[src/rtl/remote_cmd_snd_if.sv]
// Command, UART and result signals of the remote-side command sender.
// The sender is the slave; whoever issues commands and models the UART is the master.
interface remote_cmd_snd_if;
  logic        snd_cmd;
  logic [7:0]  cmd;
  logic [15:0] data;
  logic        rdy;
  logic [7:0]  tx_data;
  logic        trmt;
  logic        tx_done;
  logic        rx_rdy;
  logic [7:0]  rx_data;
  logic        clr_rx_rdy;
  logic [7:0]  resp;
  logic        resp_vld;
  logic        tmo;

  modport master (
    output snd_cmd, cmd, data, tx_done, rx_rdy, rx_data,
    input  rdy, tx_data, trmt, clr_rx_rdy, resp, resp_vld, tmo
  );

  modport slave (
    input  snd_cmd, cmd, data, tx_done, rx_rdy, rx_data,
    output rdy, tx_data, trmt, clr_rx_rdy, resp, resp_vld, tmo
  );
endinterface

[src/rtl/remote_cmd_snd.sv]
// Sends a 24-bit command as three UART bytes (cmd, data hi, data lo), then waits
// for a one-byte response from the quadcopter or reports a timeout.
module remote_cmd_snd #(
  parameter int TMO_WIDTH = 20
) (
  input logic              clk,
  input logic              rst_n,
  remote_cmd_snd_if.slave  bus
);

  typedef enum logic [2:0] {
    IDLE,
    TX_CMD,
    TX_HI,
    TX_LO,
    WAIT_RSP
  } state_t;

  state_t               r_state;
  logic [23:0]          r_shadow;
  logic [TMO_WIDTH-1:0] r_cnt;
  logic [7:0]           r_tx_data;
  logic                 r_trmt;
  logic                 r_clr_rx_rdy;
  logic [7:0]           r_resp;
  logic                 r_resp_vld;
  logic                 r_tmo;

  // Strobes default low every cycle so each one lasts exactly one clock.
  always_ff @(posedge clk or negedge rst_n) begin
    if (!rst_n) begin
      r_state      <= IDLE;
      r_shadow     <= '0;
      r_cnt        <= '0;
      r_tx_data    <= 8'h00;
      r_trmt       <= 1'b0;
      r_clr_rx_rdy <= 1'b0;
      r_resp       <= 8'h00;
      r_resp_vld   <= 1'b0;
      r_tmo        <= 1'b0;
    end else begin
      r_trmt       <= 1'b0;
      r_clr_rx_rdy <= 1'b0;
      r_resp_vld   <= 1'b0;
      r_tmo        <= 1'b0;
      case (r_state)
        IDLE: begin
          if (bus.rx_rdy) begin
            r_clr_rx_rdy <= 1'b1;
          end
          if (bus.snd_cmd) begin
            r_shadow  <= {bus.cmd, bus.data};
            r_tx_data <= bus.cmd;
            r_trmt    <= 1'b1;
            r_state   <= TX_CMD;
          end
        end
        TX_CMD: begin
          if (bus.tx_done) begin
            r_tx_data <= r_shadow[15:8];
            r_trmt    <= 1'b1;
            r_state   <= TX_HI;
          end
        end
        TX_HI: begin
          if (bus.tx_done) begin
            r_tx_data <= r_shadow[7:0];
            r_trmt    <= 1'b1;
            r_state   <= TX_LO;
          end
        end
        TX_LO: begin
          if (bus.tx_done) begin
            r_cnt   <= '0;
            r_state <= WAIT_RSP;
          end
        end
        WAIT_RSP: begin
          r_cnt <= r_cnt + 1'b1;
          // A response arriving on the last counter value still beats the timeout.
          if (bus.rx_rdy) begin
            r_resp       <= bus.rx_data;
            r_resp_vld   <= 1'b1;
            r_clr_rx_rdy <= 1'b1;
            r_state      <= IDLE;
          end else if (&r_cnt) begin
            r_tmo   <= 1'b1;
            r_state <= IDLE;
          end
        end
        default: r_state <= IDLE;
      endcase
    end
  end

  assign bus.rdy        = (r_state == IDLE);
  assign bus.tx_data    = r_tx_data;
  assign bus.trmt       = r_trmt;
  assign bus.clr_rx_rdy = r_clr_rx_rdy;
  assign bus.resp       = r_resp;
  assign bus.resp_vld   = r_resp_vld;
  assign bus.tmo        = r_tmo;

endmodule

[src/flat_wrapper.sv]
// flat-port wrapper written by rule: the top's interface ports become plain ports
module remote_cmd_snd_flat 
#(
  parameter int TMO_WIDTH = 20
)
  (clk, rst_n, bus_snd_cmd, bus_cmd, bus_data, bus_tx_done, bus_rx_rdy, bus_rx_data, bus_rdy, bus_tx_data, bus_trmt, bus_clr_rx_rdy, bus_resp, bus_resp_vld, bus_tmo);
  remote_cmd_snd_if bus_i ();
  input logic clk;
  input logic rst_n;
  input wire logic [$bits(bus_i.snd_cmd)-1:0] bus_snd_cmd;
  input wire logic [$bits(bus_i.cmd)-1:0] bus_cmd;
  input wire logic [$bits(bus_i.data)-1:0] bus_data;
  input wire logic [$bits(bus_i.tx_done)-1:0] bus_tx_done;
  input wire logic [$bits(bus_i.rx_rdy)-1:0] bus_rx_rdy;
  input wire logic [$bits(bus_i.rx_data)-1:0] bus_rx_data;
  output wire logic [$bits(bus_i.rdy)-1:0] bus_rdy;
  output wire logic [$bits(bus_i.tx_data)-1:0] bus_tx_data;
  output wire logic [$bits(bus_i.trmt)-1:0] bus_trmt;
  output wire logic [$bits(bus_i.clr_rx_rdy)-1:0] bus_clr_rx_rdy;
  output wire logic [$bits(bus_i.resp)-1:0] bus_resp;
  output wire logic [$bits(bus_i.resp_vld)-1:0] bus_resp_vld;
  output wire logic [$bits(bus_i.tmo)-1:0] bus_tmo;
  assign bus_i.snd_cmd = bus_snd_cmd;
  assign bus_i.cmd = bus_cmd;
  assign bus_i.data = bus_data;
  assign bus_i.tx_done = bus_tx_done;
  assign bus_i.rx_rdy = bus_rx_rdy;
  assign bus_i.rx_data = bus_rx_data;
  assign bus_rdy = bus_i.rdy;
  assign bus_tx_data = bus_i.tx_data;
  assign bus_trmt = bus_i.trmt;
  assign bus_clr_rx_rdy = bus_i.clr_rx_rdy;
  assign bus_resp = bus_i.resp;
  assign bus_resp_vld = bus_i.resp_vld;
  assign bus_tmo = bus_i.tmo;
  remote_cmd_snd #(.TMO_WIDTH(TMO_WIDTH)) u_core (.clk(clk), .rst_n(rst_n), .bus(bus_i));
endmodule
[config.mk]
export PLATFORM = sky130hd
export DESIGN_NAME = remote_cmd_snd_flat
export DESIGN_NICKNAME = d
export VERILOG_FILES = /design/src/rtl/remote_cmd_snd_if.sv /design/src/rtl/remote_cmd_snd.sv /design/src/flat_wrapper.sv
export SDC_FILE = /design/constraint.sdc
export NUM_CORES = 1
export LEC_CHECK = 0
export BUFFER_PORTS_ARGS = -buffer_cell sky130_fd_sc_hd__buf_2
export CORE_UTILIZATION = 53
export DETAILED_ROUTE_END_ITERATION = 8
export PLACE_DENSITY = 0.78
export SYNTH_ARGS = -nofsm -noshare
export SYNTH_HDL_FRONTEND = slang
export SYNTH_SLANG_ARGS = --single-unit
[constraint.sdc]
create_clock -name clk -period 2.4 [get_ports clk]
set_input_delay 0.72 -clock clk [delete_from_list [all_inputs] [get_ports clk]]
set_output_delay 0.72 -clock clk [all_outputs]
set_load 0.01 [all_outputs]
* Yosys cells after proc, flatten, opt, wreduce, memory -nomap -nowiden
Index checks and enable logic that the tools add are counted.
Storage, ports and cells: register bits 59, logic and storage cells 52, bits of input ports 37
Cells by class: eq/ne operators 9, add/subtract/negate cells 1, reductions and logical operators 11, multiplexer cells 22
Operator list (number):
- $pmux 20 s2 | 1
- $mux 8 | 3
- $pmux 8 s3 | 1
- $add 20x1->20 const B | 1
- $mux 20 | 1
- $reduce_and 20->1 | 1
- $mux 3 | 6
- $pmux 3 s5 | 1
- $mux 1 | 8
- $ne 2x2->1 const B | 4
- $eq 3x2->1 const B | 2
- $reduce_and 2->1 | 3
- $reduce_and 5->1 | 1
- $reduce_and 4->1 | 1
- $reduce_or 2->1 | 2
- $eq 3x1->1 const B | 1
- $eq 3x3->1 const B | 1
- $logic_not 3->1 | 1
- $ne 3x2->1 const B | 1
- $reduce_bool 3->1 | 1
- $pmux 1 s2 | 1
- $reduce_bool 2->1 | 1

* Depth between registers and ports, before layout
word-level depth 4, gate-level depth with buffers 7, depth with buffers taken out 5

* Least setup slack after synthesis
OpenSTA, ideal clock, no wires.
path kind register -> register, from reg u_core.r_state[1], to reg u_core.r_shadow[0], path buffers 3, stages on the path, launching flop included 7, setup slack 0.553 ns, data arrival time 1.723 ns, cells stage by stage dfrtp_1 -> buf_6 -> nor3_1 -> and2_1 -> buf_2 -> buf_2 -> mux2_2
Between the ends: word-level cells in the longest chain between the ends 2
Ends and longest elaborated chain:
- start: declaration | line remote_cmd_snd.sv:19 | state_t r_state;
- start signal: assignment | line remote_cmd_snd.sv:32 | r_state <= IDLE;
- start signal: assignment | line remote_cmd_snd.sv:55 | r_state <= TX_CMD;
- start signal: assignment | line remote_cmd_snd.sv:62 | r_state <= TX_HI;
- $logic_not 3->1
- via bus_rdy | line flat_wrapper.sv:16 | output wire logic [$bits(bus_i.rdy)-1:0] bus_rdy;
- $reduce_and 2->1 (no line)
- end signal: assignment | line remote_cmd_snd.sv:52 | r_shadow <= {bus.cmd, bus.data};
- end: declaration | line remote_cmd_snd.sv:20 | logic [23:0] r_shadow;
The timed path passes the listed nets, and every way through them passes these cells. A chain may end at the register's enable or synchronous reset.

* Final worst setup path
from reg u_core.r_state[0], to out bus_rdy
Between the ends: word-level cells in the longest chain between the ends 1
Ends and longest elaborated chain:
- $logic_not 3->1 | line remote_cmd_snd.sv:96 | assign bus.rdy = (r_state == IDLE);
- end: declaration | line flat_wrapper.sv:16
No other way between the ends.

==> metrics.txt <==
IO Count=58; Routed WL=5.78 mm; reg2reg path depth=4; final worst path period share=0.850; synth warn=0; Req. time, crit path=1.68 ns; global-route wire length before repair=9.58 mm; RSZ-0062 raised after global routing=no; remaining global-route overflow=0; Design Area, Final=3400 um2; Die Wd=74.5 um; outcome=completed; port bufs=57; DRC Markers=0; vias in the first global route=2,120; area of the multi-input gates=1220 um2; die area=5550 um2; maximum fanout along the worst path=13; total vias in the final route=2,244; RD Place Congestion=0.811; Synth cell types=41; layout cells sized above 1=0.341; CTS Hold Bufs=0; Synth async-reset ratio=1.00; Vias/cell=5.64; Clock Tree Root=clkbuf_8; setup_tns=0 ns; HP Class=input pin to asynchronous set/reset pin; Tightest Pin Transition=0.567 ns; worst vdd ir=0.000686 V; CP startpoint kind=flop; antenna cells=0; Seq/Total Area, Yosys=0.530; All-Layer GR Usage=0.232; Post-synth EDFFs=0; H-tree depth=3; DRT Pass-1 Iters=5; Antenna Nets Post-Route=0; static leakage=1.57 nW; clk slew on worst S/H paths=0.07 ns; top_reg_cell synth=dfrtp_1; final layout net count=361; final number of hold-violating endpoints=0; clock skew=0.00874 ns; FF-to-FF End=u_core.bus.tx_data[1]; worst setup path class=flop to primary output; routed len/inst=14.5 um; CTS tree=yes; cells after synthesis=261; largest net degree at the start of global routing=36; Layout area overhead=22.1%; initial core utilization=0.549; CTS Sinks=59; Row Count=26; slew margin rel.=0.622; initial antenna violation count=0; f_max=490 MHz; Syn Nets=299; Clock Latency Late Sink=0.34 ns; Max Slew Vio Count=0; sequential cell area=1480 um2; Final setup viols=0; Core ar.=5070 um2; Critical Path End Type=primary output; clock buffer depth=2; Synth Register Bits=59; First DRT Iteration DRCs=257; DP Area=3170 um2; pwr dens=1160 nW/um2; WP data arrival=1.32 ns; Mapped Avg Cell Area=10.7 um2; hold slack=0.362 ns; Final HPWL DP=4.06 mm; post-CTS sizing=0; minimum clock period=2.04 ns; die height=74.5 um; r2r startpoint=u_core.r_state[0]; MaxCap Viol Count=0; FILL cells=418; CTS Buf Count=9; R2R Setup Slk=0.56 ns; cell area after synthesis=2790 um2; Post-CTS Setup Inserts=0
## critical path, stage by stage (launching register included)
cell	delay, ns
dfrtp_1	0.39
buf_4	0.18
nor3_1	0.23
buf_2	0.18
## per-layer routing
metal  part of all wire  GRT usage  wire length [um]
met1               0.47      0.325              2730
met2               0.47      0.353              2720
met3              0.037     0.0366               213
met4              0.019      0.111               112
met5                  0          0                 0
## Yosys cell counts, types with 4 or more instances
| cell | n | area share |
|---|---|---|
| dfrtp_1 | 59 | 0.53 |
| nor2_1 | 31 | 0.042 |
| mux2_2 | 24 | 0.097 |
| o21ai_0 | 20 | 0.036 |
| nand2_1 | 18 | 0.024 |
| a21oi_1 | 11 | 0.020 |
| nand3_1 | 11 | 0.020 |
| mux2i_1 | 8 | 0.029 |
| o32ai_1 | 8 | 0.025 |
| o41ai_1 | 8 | 0.025 |
| buf_2 | 7 | 0.013 |
| and3_1 | 6 | 0.013 |
| clkbuf_1 | 5 | 0.0067 |
| nand4_1 | 5 | 0.011 |
| o31ai_1 | 5 | 0.013 |
| buf_1 | 4 | 0.0054 |
## state kept, by name, summed over array words and instances, names as in the netlist
| signal | cells |
|---|---|
| u_core.bus.resp | 8 |
| u_core.r_state | 3 |
| u_core.r_shadow | 16 |
| u_core.bus.trmt | 1 |
| u_core.bus.resp_vld | 1 |
| u_core.r_cnt | 20 |
| u_core.bus.tmo | 1 |
| u_core.bus.tx_data | 8 |
| u_core.bus.clr_rx_rdy | 1 |
## how the worst max path moves through the flow
stage,start,depth (start not counted),slack [ns],to
6_report,u_core.r_state[0],3,0.36,bus_rdy
5_1_grt,u_core.r_state[1],3,0.28,bus_rdy
4_1_cts,u_core.r_state[0],3,0.35,bus_rdy
3_5_place_dp,bus_tx_done,5,0.54,u_core.bus.tx_data[1]
3_3_place_gp,bus_tx_done,4,0.61,u_core.bus.tx_data[0]
2_1_floorplan,u_core.r_state[1],6,0.55,u_core.r_shadow[0]
## cell type report
cell class | instances | share of cell area
Timing Repair Buffer | 68 | 0.112
Clock buffer | 12 | 0.0456
Multi-Input combinational cell | 183 | 0.359
Clock inverter | 4 | 0.0213
Tap cell | 70 | 0.0258
Inverter | 2 | 0.00221
Sequential cell | 59 | 0.434
## power breakdown
group          switching, mW  internal (mW)  total, mW
clock                  0.401          0.640       1.04
sequential             0.207           1.34       1.55
combinational          0.725          0.640       1.36
total                   1.33           2.62       3.95
## cells by family (layout without fill, tap and decap cells)
logic type,after synthesis,after routing,synth area share
simple gates,90,90,0.165
compound gates,59,59,0.140
flops,59,59,0.530
mux,32,32,0.126
buf+inv,19,86,0.0314
fa+ha+maj,1,1,0.00449
xor+xnor,1,1,0.00315
## layout by cell type (no fill, tap or decap), drive strengths merged, types with 2 or more instances in the layout
master	instances
nand4b	2
clkbuf	12
inv	2
and2	3
nand2	18
o32ai	8
nor2	32
bufinv	2
and3	6
nor4	2
a21oi	11
mux2i	8
buf	68
or4	2
nand3	11
dfrtp	59
o211ai	3
nor3b	3
o31ai	5
o41ai	8
nand4	5
o21ai	20
mux2	24
and4	2
## through the flow
step	utilization	std cells	power [mW]	setup WS, ns
final	0.670	398	3.95	0.359
after global routing	0.670	398	4.20	0.278
after CTS	0.670	398	3.96	0.351
after detailed placement	0.625	382	2.92	0.544
after global placement	0.625	382	2.88	0.608
after floorplan	-	261	2.49	0.553
Power figures use the tool's default switching activity.
